<file path="config.mk">
export PLATFORM = sky130hd
export DESIGN_NAME = goc_compare_unit
export DESIGN_NICKNAME = d
export VERILOG_FILES = /design/src/rtl/goc_pkg.sv /design/src/rtl/goc_result_cmp.sv /design/src/rtl/goc_compare_unit.sv
export SDC_FILE = /design/constraint.sdc
export NUM_CORES = 1
export LEC_CHECK = 0
export CORE_MARGIN = 10
export CORE_UTILIZATION = 25
export CTS_BUF_LIST = sky130_fd_sc_hd__clkbuf_8
export CTS_CLUSTER_DIAMETER = 60
export DETAILED_ROUTE_END_ITERATION = 8
export GPL_ROUTABILITY_DRIVEN = 0
export GPL_TIMING_DRIVEN = 0
export MAX_ROUTING_LAYER = met4
export SLEW_MARGIN = 25
export SYNTH_ARGS = -nofsm -noshare
export SYNTH_HDL_FRONTEND = slang
export SYNTH_SLANG_ARGS = --single-unit
</file>
<file path="constraint.sdc">
create_clock -name clk -period 7.4 [get_ports clk]
set_input_delay 1.85 -clock clk [delete_from_list [all_inputs] [get_ports clk]]
set_output_delay 1.85 -clock clk [all_outputs]
set_load 0.02 [all_outputs]
</file>
<file path="src/rtl/goc_pkg.sv">
// Shared definitions for the golden/faulty compare unit.
//   - goc_state_e : run-controller FSM states
//   - GOC_*_WIDTH : default vector / counter widths
//   - sat_inc     : saturating increment for counters up to GOC_SAT_MAX_W bits
package goc_pkg;

    localparam int GOC_TV_WIDTH  = 69;
    localparam int GOC_RV_WIDTH  = 5;
    localparam int GOC_CNT_WIDTH = 32;
    localparam int GOC_SAT_MAX_W = 64;

    typedef enum logic [2:0] {
        ST_IDLE,
        ST_RESET,
        ST_RUN,
        ST_DRAIN,
        ST_DONE
    } goc_state_e;

    // Increment val, but hold it once the low 'width' bits are all ones.
    // Callers zero-extend their counter to 64 bits and truncate the result.
    function automatic logic [GOC_SAT_MAX_W-1:0] sat_inc(
        input logic [GOC_SAT_MAX_W-1:0] val,
        input int unsigned              width
    );
        logic [GOC_SAT_MAX_W-1:0] top;
        top = (width >= GOC_SAT_MAX_W) ? '1 : ((64'd1 << width) - 64'd1);
        return ((val & top) == top) ? val : (val + 64'd1);
    endfunction

endpackage

</file>
<file path="src/rtl/goc_result_cmp.sv">
// Registered masked compare of golden vs faulty result vectors.
//   clk, rst       : clock, synchronous active-high reset
//   clr_i          : clears all results (new run accepted)
//   sample_i       : current cycle is a valid DUT cycle (ce=1, out of reset)
//   cyc_idx_i      : enabled-cycle index of the current DUT cycle
//   mask_i         : 1 = bit participates in the compare
//   rv_golden_i/rv_faulty_i : circuit results
//   err_flag_o, err_count_o, first_err_cycle_o, first_err_vec_o : run results
// Results of a sampled cycle are registered first and compared on the next clk.
module goc_result_cmp
    import goc_pkg::*;
#(
    parameter int RV_WIDTH  = GOC_RV_WIDTH,
    parameter int CNT_WIDTH = GOC_CNT_WIDTH
) (
    input  logic                 clk,
    input  logic                 rst,
    input  logic                 clr_i,
    input  logic                 sample_i,
    input  logic [CNT_WIDTH-1:0] cyc_idx_i,
    input  logic [RV_WIDTH-1:0]  mask_i,
    input  logic [RV_WIDTH-1:0]  rv_golden_i,
    input  logic [RV_WIDTH-1:0]  rv_faulty_i,
    output logic                 err_flag_o,
    output logic [CNT_WIDTH-1:0] err_count_o,
    output logic [CNT_WIDTH-1:0] first_err_cycle_o,
    output logic [RV_WIDTH-1:0]  first_err_vec_o
);

    logic                 vld_q;
    logic [RV_WIDTH-1:0]  gold_q, fault_q;
    logic [CNT_WIDTH-1:0] idx_q;
    logic                 err_flag_q;
    logic [CNT_WIDTH-1:0] err_count_q, err_count_d;
    logic [CNT_WIDTH-1:0] first_cyc_q;
    logic [RV_WIDTH-1:0]  first_vec_q;

    logic [RV_WIDTH-1:0]  diff;
    logic                 mismatch;

    assign diff        = (gold_q ^ fault_q) & mask_i;
    assign mismatch    = vld_q && (|diff);
    assign err_count_d = CNT_WIDTH'(sat_inc(GOC_SAT_MAX_W'(err_count_q), $unsigned(CNT_WIDTH)));

    always_ff @(posedge clk) begin
        if (rst || clr_i) begin
            vld_q       <= 1'b0;
            gold_q      <= '0;
            fault_q     <= '0;
            idx_q       <= '0;
            err_flag_q  <= 1'b0;
            err_count_q <= '0;
            first_cyc_q <= '0;
            first_vec_q <= '0;
        end else begin
            vld_q <= sample_i;
            if (sample_i) begin
                gold_q  <= rv_golden_i;
                fault_q <= rv_faulty_i;
                idx_q   <= cyc_idx_i;
            end
            if (mismatch) begin
                err_count_q <= err_count_d;
                err_flag_q  <= 1'b1;
                // err_flag_q still low means this is the first mismatch of the run
                if (!err_flag_q) begin
                    first_cyc_q <= idx_q;
                    first_vec_q <= diff;
                end
            end
        end
    end

    assign err_flag_o        = err_flag_q;
    assign err_count_o       = err_count_q;
    assign first_err_cycle_o = first_cyc_q;
    assign first_err_vec_o   = first_vec_q;

endmodule

</file>
<file path="src/rtl/goc_compare_unit.sv">
// Run controller for a golden/faulty circuit pair.
//   clk, rst            : clock, synchronous active-high reset
//   start, run_len, cmp_mask : run request (sampled when IDLE/DONE)
//   tv_in/tv_valid/tv_ready  : host vector stream
//   tv_out, dut_rst_n, dut_ce: registered drive to both circuits
//   rv_golden, rv_faulty     : circuit results
//   busy, done               : run status (done is sticky)
//   err_flag, err_count, first_err_cycle, first_err_vec : compare results
// Sequence: RESET (circuits in reset, RST_CYCLES enabled cycles) -> RUN (one
// enabled cycle per accepted vector) -> DRAIN (DRAIN_CYCLES extra enabled
// cycles) -> one flush cycle for the last compare -> DONE.
module goc_compare_unit
    import goc_pkg::*;
#(
    parameter int TV_WIDTH     = GOC_TV_WIDTH,
    parameter int RV_WIDTH     = GOC_RV_WIDTH,
    parameter int CNT_WIDTH    = GOC_CNT_WIDTH,
    parameter int RST_CYCLES   = 4,
    parameter int DRAIN_CYCLES = 16
) (
    input  logic                 clk,
    input  logic                 rst,
    input  logic                 start,
    input  logic [CNT_WIDTH-1:0] run_len,
    input  logic [RV_WIDTH-1:0]  cmp_mask,
    input  logic [TV_WIDTH-1:0]  tv_in,
    input  logic                 tv_valid,
    output logic                 tv_ready,
    output logic [TV_WIDTH-1:0]  tv_out,
    output logic                 dut_rst_n,
    output logic                 dut_ce,
    input  logic [RV_WIDTH-1:0]  rv_golden,
    input  logic [RV_WIDTH-1:0]  rv_faulty,
    output logic                 busy,
    output logic                 done,
    output logic                 err_flag,
    output logic [CNT_WIDTH-1:0] err_count,
    output logic [CNT_WIDTH-1:0] first_err_cycle,
    output logic [RV_WIDTH-1:0]  first_err_vec
);

    localparam int PH_W = 32;
    localparam logic [PH_W-1:0] RST_LAST       = PH_W'(RST_CYCLES - 1);
    localparam logic [PH_W-1:0] DRAIN_FULL     = PH_W'(DRAIN_CYCLES);
    // Entering DRAIN straight from RESET: the first drain cycle is already enabled.
    localparam logic [PH_W-1:0] DRAIN_FROM_RST = PH_W'((DRAIN_CYCLES > 0) ? DRAIN_CYCLES - 1 : 0);

    goc_state_e           state_q;
    logic [TV_WIDTH-1:0]  tv_out_q;
    logic                 dut_rst_n_q, dut_ce_q, tv_ready_q, busy_q, done_q;
    logic [CNT_WIDTH-1:0] run_len_q, hs_cnt_q, cyc_cnt_q;
    logic [RV_WIDTH-1:0]  mask_q;
    logic [PH_W-1:0]      ph_cnt_q;   // RESET: cycles elapsed; DRAIN: enabled cycles left

    logic accept, hs, dut_vld;

    assign accept  = start && ((state_q == ST_IDLE) || (state_q == ST_DONE));
    assign hs      = tv_valid && tv_ready_q;
    assign dut_vld = dut_ce_q && dut_rst_n_q;

    always_ff @(posedge clk) begin
        if (rst) begin
            state_q     <= ST_IDLE;
            tv_out_q    <= '0;
            dut_rst_n_q <= 1'b0;
            dut_ce_q    <= 1'b0;
            tv_ready_q  <= 1'b0;
            busy_q      <= 1'b0;
            done_q      <= 1'b0;
            run_len_q   <= '0;
            mask_q      <= '0;
            hs_cnt_q    <= '0;
            ph_cnt_q    <= '0;
        end else begin
            case (state_q)
                ST_IDLE, ST_DONE: begin
                    if (start) begin
                        state_q     <= ST_RESET;
                        run_len_q   <= run_len;
                        mask_q      <= cmp_mask;
                        busy_q      <= 1'b1;
                        done_q      <= 1'b0;
                        dut_rst_n_q <= 1'b0;
                        dut_ce_q    <= 1'b1;
                        hs_cnt_q    <= '0;
                        ph_cnt_q    <= '0;
                    end
                end
                ST_RESET: begin
                    if (ph_cnt_q == RST_LAST) begin
                        dut_rst_n_q <= 1'b1;
                        if (run_len_q == '0) begin
                            state_q  <= ST_DRAIN;
                            dut_ce_q <= (DRAIN_CYCLES != 0);
                            ph_cnt_q <= DRAIN_FROM_RST;
                        end else begin
                            state_q    <= ST_RUN;
                            dut_ce_q   <= 1'b0;
                            tv_ready_q <= 1'b1;
                        end
                    end else begin
                        ph_cnt_q <= ph_cnt_q + 1'b1;
                    end
                end
                ST_RUN: begin
                    // Circuits only advance in the cycle after a handshake.
                    dut_ce_q <= hs;
                    if (hs) begin
                        tv_out_q <= tv_in;
                        hs_cnt_q <= hs_cnt_q + CNT_WIDTH'(1);
                        if (hs_cnt_q == run_len_q - CNT_WIDTH'(1)) begin
                            state_q    <= ST_DRAIN;
                            tv_ready_q <= 1'b0;
                            ph_cnt_q   <= DRAIN_FULL;
                        end
                    end
                end
                ST_DRAIN: begin
                    if (dut_ce_q) begin
                        if (ph_cnt_q != '0) ph_cnt_q <= ph_cnt_q - 1'b1;
                        else                dut_ce_q <= 1'b0;
                    end else begin
                        // Flush cycle: the last enabled cycle's compare lands here.
                        state_q <= ST_DONE;
                        busy_q  <= 1'b0;
                        done_q  <= 1'b1;
                    end
                end
                default: state_q <= ST_IDLE;
            endcase
        end
    end

    // Enabled-cycle index; 0 on the first valid DUT cycle of the run.
    always_ff @(posedge clk) begin
        if (rst || accept) cyc_cnt_q <= '0;
        else if (dut_vld)  cyc_cnt_q <= cyc_cnt_q + CNT_WIDTH'(1);
    end

    goc_result_cmp #(
        .RV_WIDTH  (RV_WIDTH),
        .CNT_WIDTH (CNT_WIDTH)
    ) u_cmp (
        .clk               (clk),
        .rst               (rst),
        .clr_i             (accept),
        .sample_i          (dut_vld),
        .cyc_idx_i         (cyc_cnt_q),
        .mask_i            (mask_q),
        .rv_golden_i       (rv_golden),
        .rv_faulty_i       (rv_faulty),
        .err_flag_o        (err_flag),
        .err_count_o       (err_count),
        .first_err_cycle_o (first_err_cycle),
        .first_err_vec_o   (first_err_vec)
    );

    assign tv_out    = tv_out_q;
    assign dut_rst_n = dut_rst_n_q;
    assign dut_ce    = dut_ce_q;
    assign tv_ready  = tv_ready_q;
    assign busy      = busy_q;
    assign done      = done_q;

endmodule

</file>
==> results.py <==
metrics = {
    "outcome": {
        "outcome": "finished clean",
    },
    "cells_and_area": {
        "areaGrowthSynthToFinish_pct": 34.1,
        "n_fill_cell": 6122,
        "final_util_pct": 33.7,
        "nNetsFinal": 2368,
        "drive_gt1_share_pct": 6.03,
        "design_area_sq_mm": 0.0198,
    },
    "setup_path": {
        "required_ps": 7920,
        "reg2reg_depth": 10,
        "reg2reg_slack_ps": 3150,
        "r2r-start": "run_len_q[2]",
        "timing.rr.end": "ph_cnt_q[20]",
        "cp-start-kind": "input port",
        "path_common_cell": "a2111oi_0",
        "crit_path_top_delay_cell": "clkdlybuf4s50_1",
        "criticalPathCategory": "input port to flip-flop",
        "crit_chain": "clkdlybuf4s50_1 > nand3_1 > a2111oi_0 > o2111ai_1 > a2111oi_0 > nand4_1 > a21oi_4 > buf_6 > a21oi_1 > a311oi_1",
        "crit_path_max_fanout": 10,
        "cpPeakStageDelay_ps": 630,
        "worstSetupEndpointType": "flip-flop",
        "worstPathArrival_ps": 5050,
    },
    "grt": {
        "grt_pass1_vias": 14756,
        "grt_pass1_wl_um": 80800,
        "grt_max_degree": 11,
        "antenna_found_initial": 1,
        "grt_overflow": 0,
        "track_usage_pct": 14.8,
    },
    "routing": {
        "highest_layer": "met4",
        "wl_met3_um": 5020,
        "drc": 0,
        "drt-initial-drc-count": 1224,
        "dr.pass1.iters": 6,
        "antenna_left": 0,
        "post_drt_wl_per_cell_um": 17.0,
        "drt-total-wl_um": 52000,
        "dr_wl_met2_um": 23600,
        "vias_per_cell": 4.88,
        "wl_met1_um": 22100,
        "vias": 14937,
    },
    "timing": {
        "clock_skew_ps": 38.9,
        "slew_viol_final": 0,
        "fmax_ghz": 0.221,
        "rsz0062_at_grt": "no",
        "relSlewSlack_pct": 24.8,
        "setup_tns_ps": 0,
        "setup_viol": 0,
        "period_share_pct": 61.2,
        "hold_violations": 0,
        "tightest_slew_ps": 1120,
        "min_period_ps": 4530,
        "holdWs_ps": 440,
    },
    "cts": {
        "cts_tree": "yes",
        "cts_setup_buffers": 0,
        "cts_made_buffers": 66,
        "cts.sinks": 323,
        "clk_latency_ps": 650,
        "root_buffer": "clkbuf_8",
        "path_clk_slew_ps": 60,
        "htree_levels": 3,
        "ctsResizeCount": 0,
        "clockBufferDepth": 3,
        "ctsHoldBuffers": 0,
    },
    "synthesis": {
        "ys.warnings.count": 0,
        "yosysUniqueCellTypes": 73,
        "synth_enable_flop_cells": 0,
        "syn_area_per_cell_sq_um": 7.73,
        "ys.flop_type": "dfxtp_1",
        "synth_seq_area_share_pct": 43.8,
        "syn-num-nets": 2037,
        "synth_cells": 1909,
        "syn_area_sq_mm": 0.0148,
        "async_reset_ff_share_pct": 0,
        "ys_seq_elements": 323,
    },
    "power_and_ir_drop": {
        "p_total_mw": 5.01,
        "cellPowerDensity_mw_per_mm2": 253,
        "peakVddDrop_mv": 0.150,
        "p_leak_nw": 6.69,
    },
    "job": {
        "max_cap_viol_count": 0,
    },
    "floorplan": {
        "ios": 264,
        "rows": 89,
        "start_util_pct": 25.1,
        "die_h_um": 263,
        "design.core.area_sq_mm": 0.0587,
        "die_w_um": 263,
        "dieArea_sq_mm": 0.0692,
    },
    "place": {
        "dp_hpwl_um": 38900,
        "place_area_sq_mm": 0.0184,
        "port-buffer-count": 263,
    },
    "min_path": {
        "hold_end": "u_cmp.first_err_cycle_o[4]",
        "min_from": "u_cmp.idx_q[4]",
        "min_path_type": "flip-flop to flip-flop",
        "worstHoldPathCells": 2,
    },
}
-- report_power, final --
group / switching [mW] / leakage, nW / internal (mW)
clock: 0.856 / 0.783 / 1.13
sequential: 0.0667 / 2.61 / 1.79
combinational: 0.767 / 3.30 / 0.400
total: 1.69 / 6.69 / 3.32
-- logic make-up after synthesis --
kind of cell	synth area share, %
adders and majority gates	0.678
DFF	43.8
muxes	0.280
xor gates and xnor gates	7.72
and+or+nand+nor	27.6
AOI/OAI and AO/OA	15.8
buffers and inverters	4.13
-- how the worst max path moves through the flow --
stage                   from      endpoint  slack [ps]  cells past startpoint
finish              tv_valid  ph_cnt_q[20]        2870                     10
global route        tv_valid  ph_cnt_q[12]        2630                     10
CTS                 tv_valid  ph_cnt_q[20]        2960                     10
detailed placement  tv_valid  ph_cnt_q[20]        2280                     10
global placement    tv_valid   ph_cnt_q[7]        2340                     10
floorplan           tv_valid  hs_cnt_q[25]        3550                      8
-- layout make-up --
class / instances / area [sq um] / area share [%]
Antenna cell: 1 / 2.50 / 0.0126
Buffer: 120 / 485 / 2.45
Clock buffer: 90 / 1240 / 6.26
Clock inverter: 28 / 198 / 0.999
Inverter: 33 / 124 / 0.626
Multi-Input combinational cell: 1433 / 7680 / 38.8
Sequential cell: 323 / 6470 / 32.7
Tap cell: 773 / 967 / 4.89
Timing Repair Buffer: 263 / 2630 / 13.3
-- per-stage QoR --
step / std cells / worst slack, ps
detailed placement: 2945 / 2280
global placement: 2945 / 2340
floorplan: 1909 / 3550
finish: 3064 / 2870
global route: 3064 / 2630
CTS: 3063 / 2960
-- critical path, delay by kind of cell --
family | cells | cell delay (ps)
AO/OA/AOI/OAI | 6 | 1850
AND/OR/NAND/NOR | 2 | 490
buffers and inverters | 2 | 840
-- cell usage in the layout (no fill, tap or decap), types with 5 or more instances in the layout --
| cell type | netlist | final |
|---|---|---|
| o21ai_0 | 41 | 41 |
| clkdlybuf4s50_1 | 0 | 263 |
| xnor2_1 | 46 | 46 |
| dfxtp_1 | 323 | 323 |
| buf_1 | 5 | 5 |
| o31ai_1 | 7 | 7 |
| o22ai_1 | 7 | 7 |
| a31oi_1 | 6 | 6 |
| and3_1 | 30 | 30 |
| clkbuf_8 | 0 | 90 |
| or2_2 | 5 | 5 |
| nand3_1 | 64 | 64 |
| o32ai_1 | 8 | 8 |
| nor3_1 | 37 | 37 |
| xor2_1 | 84 | 84 |
| clkinv_2 | 0 | 9 |
| clkbuf_1 | 105 | 105 |
| inv_1 | 33 | 43 |
| a311oi_1 | 9 | 9 |
| or3_1 | 20 | 20 |
| or4_1 | 13 | 13 |
| a22oi_1 | 5 | 5 |
| nor4_1 | 22 | 22 |
| nand2_1 | 458 | 458 |
| a21oi_1 | 241 | 241 |
| nand2b_1 | 9 | 9 |
| a221oi_1 | 5 | 5 |
| nor2_1 | 163 | 163 |
| nand4_1 | 31 | 31 |
| a211oi_1 | 12 | 12 |
| ha_1 | 8 | 8 |
| and4_1 | 18 | 18 |
| and2_1 | 9 | 9 |
-- metal layers --
layer  track usage, %  vias to the layer above
met3             5.03                       94
met5                -                        -
met2             23.2                      605
met4             5.65                        0
met1             17.3                     6999
li1                 -                     7239
-- state kept, by name, indices dropped and copies added (netlist names), 3 cells and up --
register                 cells
u_cmp.first_err_cycle_o     32
tv_out                      69
u_cmp.first_err_vec_o        5
ph_cnt_q                    32
run_len_q                   32
u_cmp.idx_q                 32
u_cmp.gold_q                 5
state_q                      3
mask_q                       5
u_cmp.err_count_o           32
hs_cnt_q                    32
u_cmp.fault_q                5
cyc_cnt_q                   32
-- synth_stat cells (all sizes together), types with 6 or more instances --
master	number	share of area, %
a211oi	12	0.61
a21oi	242	8.3
a221oi	8	0.60
a311oi	9	0.53
a31oi	6	0.25
and2	9	0.38
and3	30	1.3
and4	18	1.1
buf	15	0.62
clkbuf	105	2.7
dfxtp	323	44
ha	8	0.68
inv	33	0.84
nand2	458	12
nand2b	9	0.38
nand3	64	2.2
nand4	31	1.3
nor2	163	4.1
nor3	37	1.3
nor4	24	1.2
o21ai	44	1.5
o22ai	7	0.30
o31ai	7	0.36
o32ai	8	0.47
or3	20	0.85
or4	15	0.81
xnor2	46	2.7
xor2	84	5.0
(Power assumes the default switching activity.)
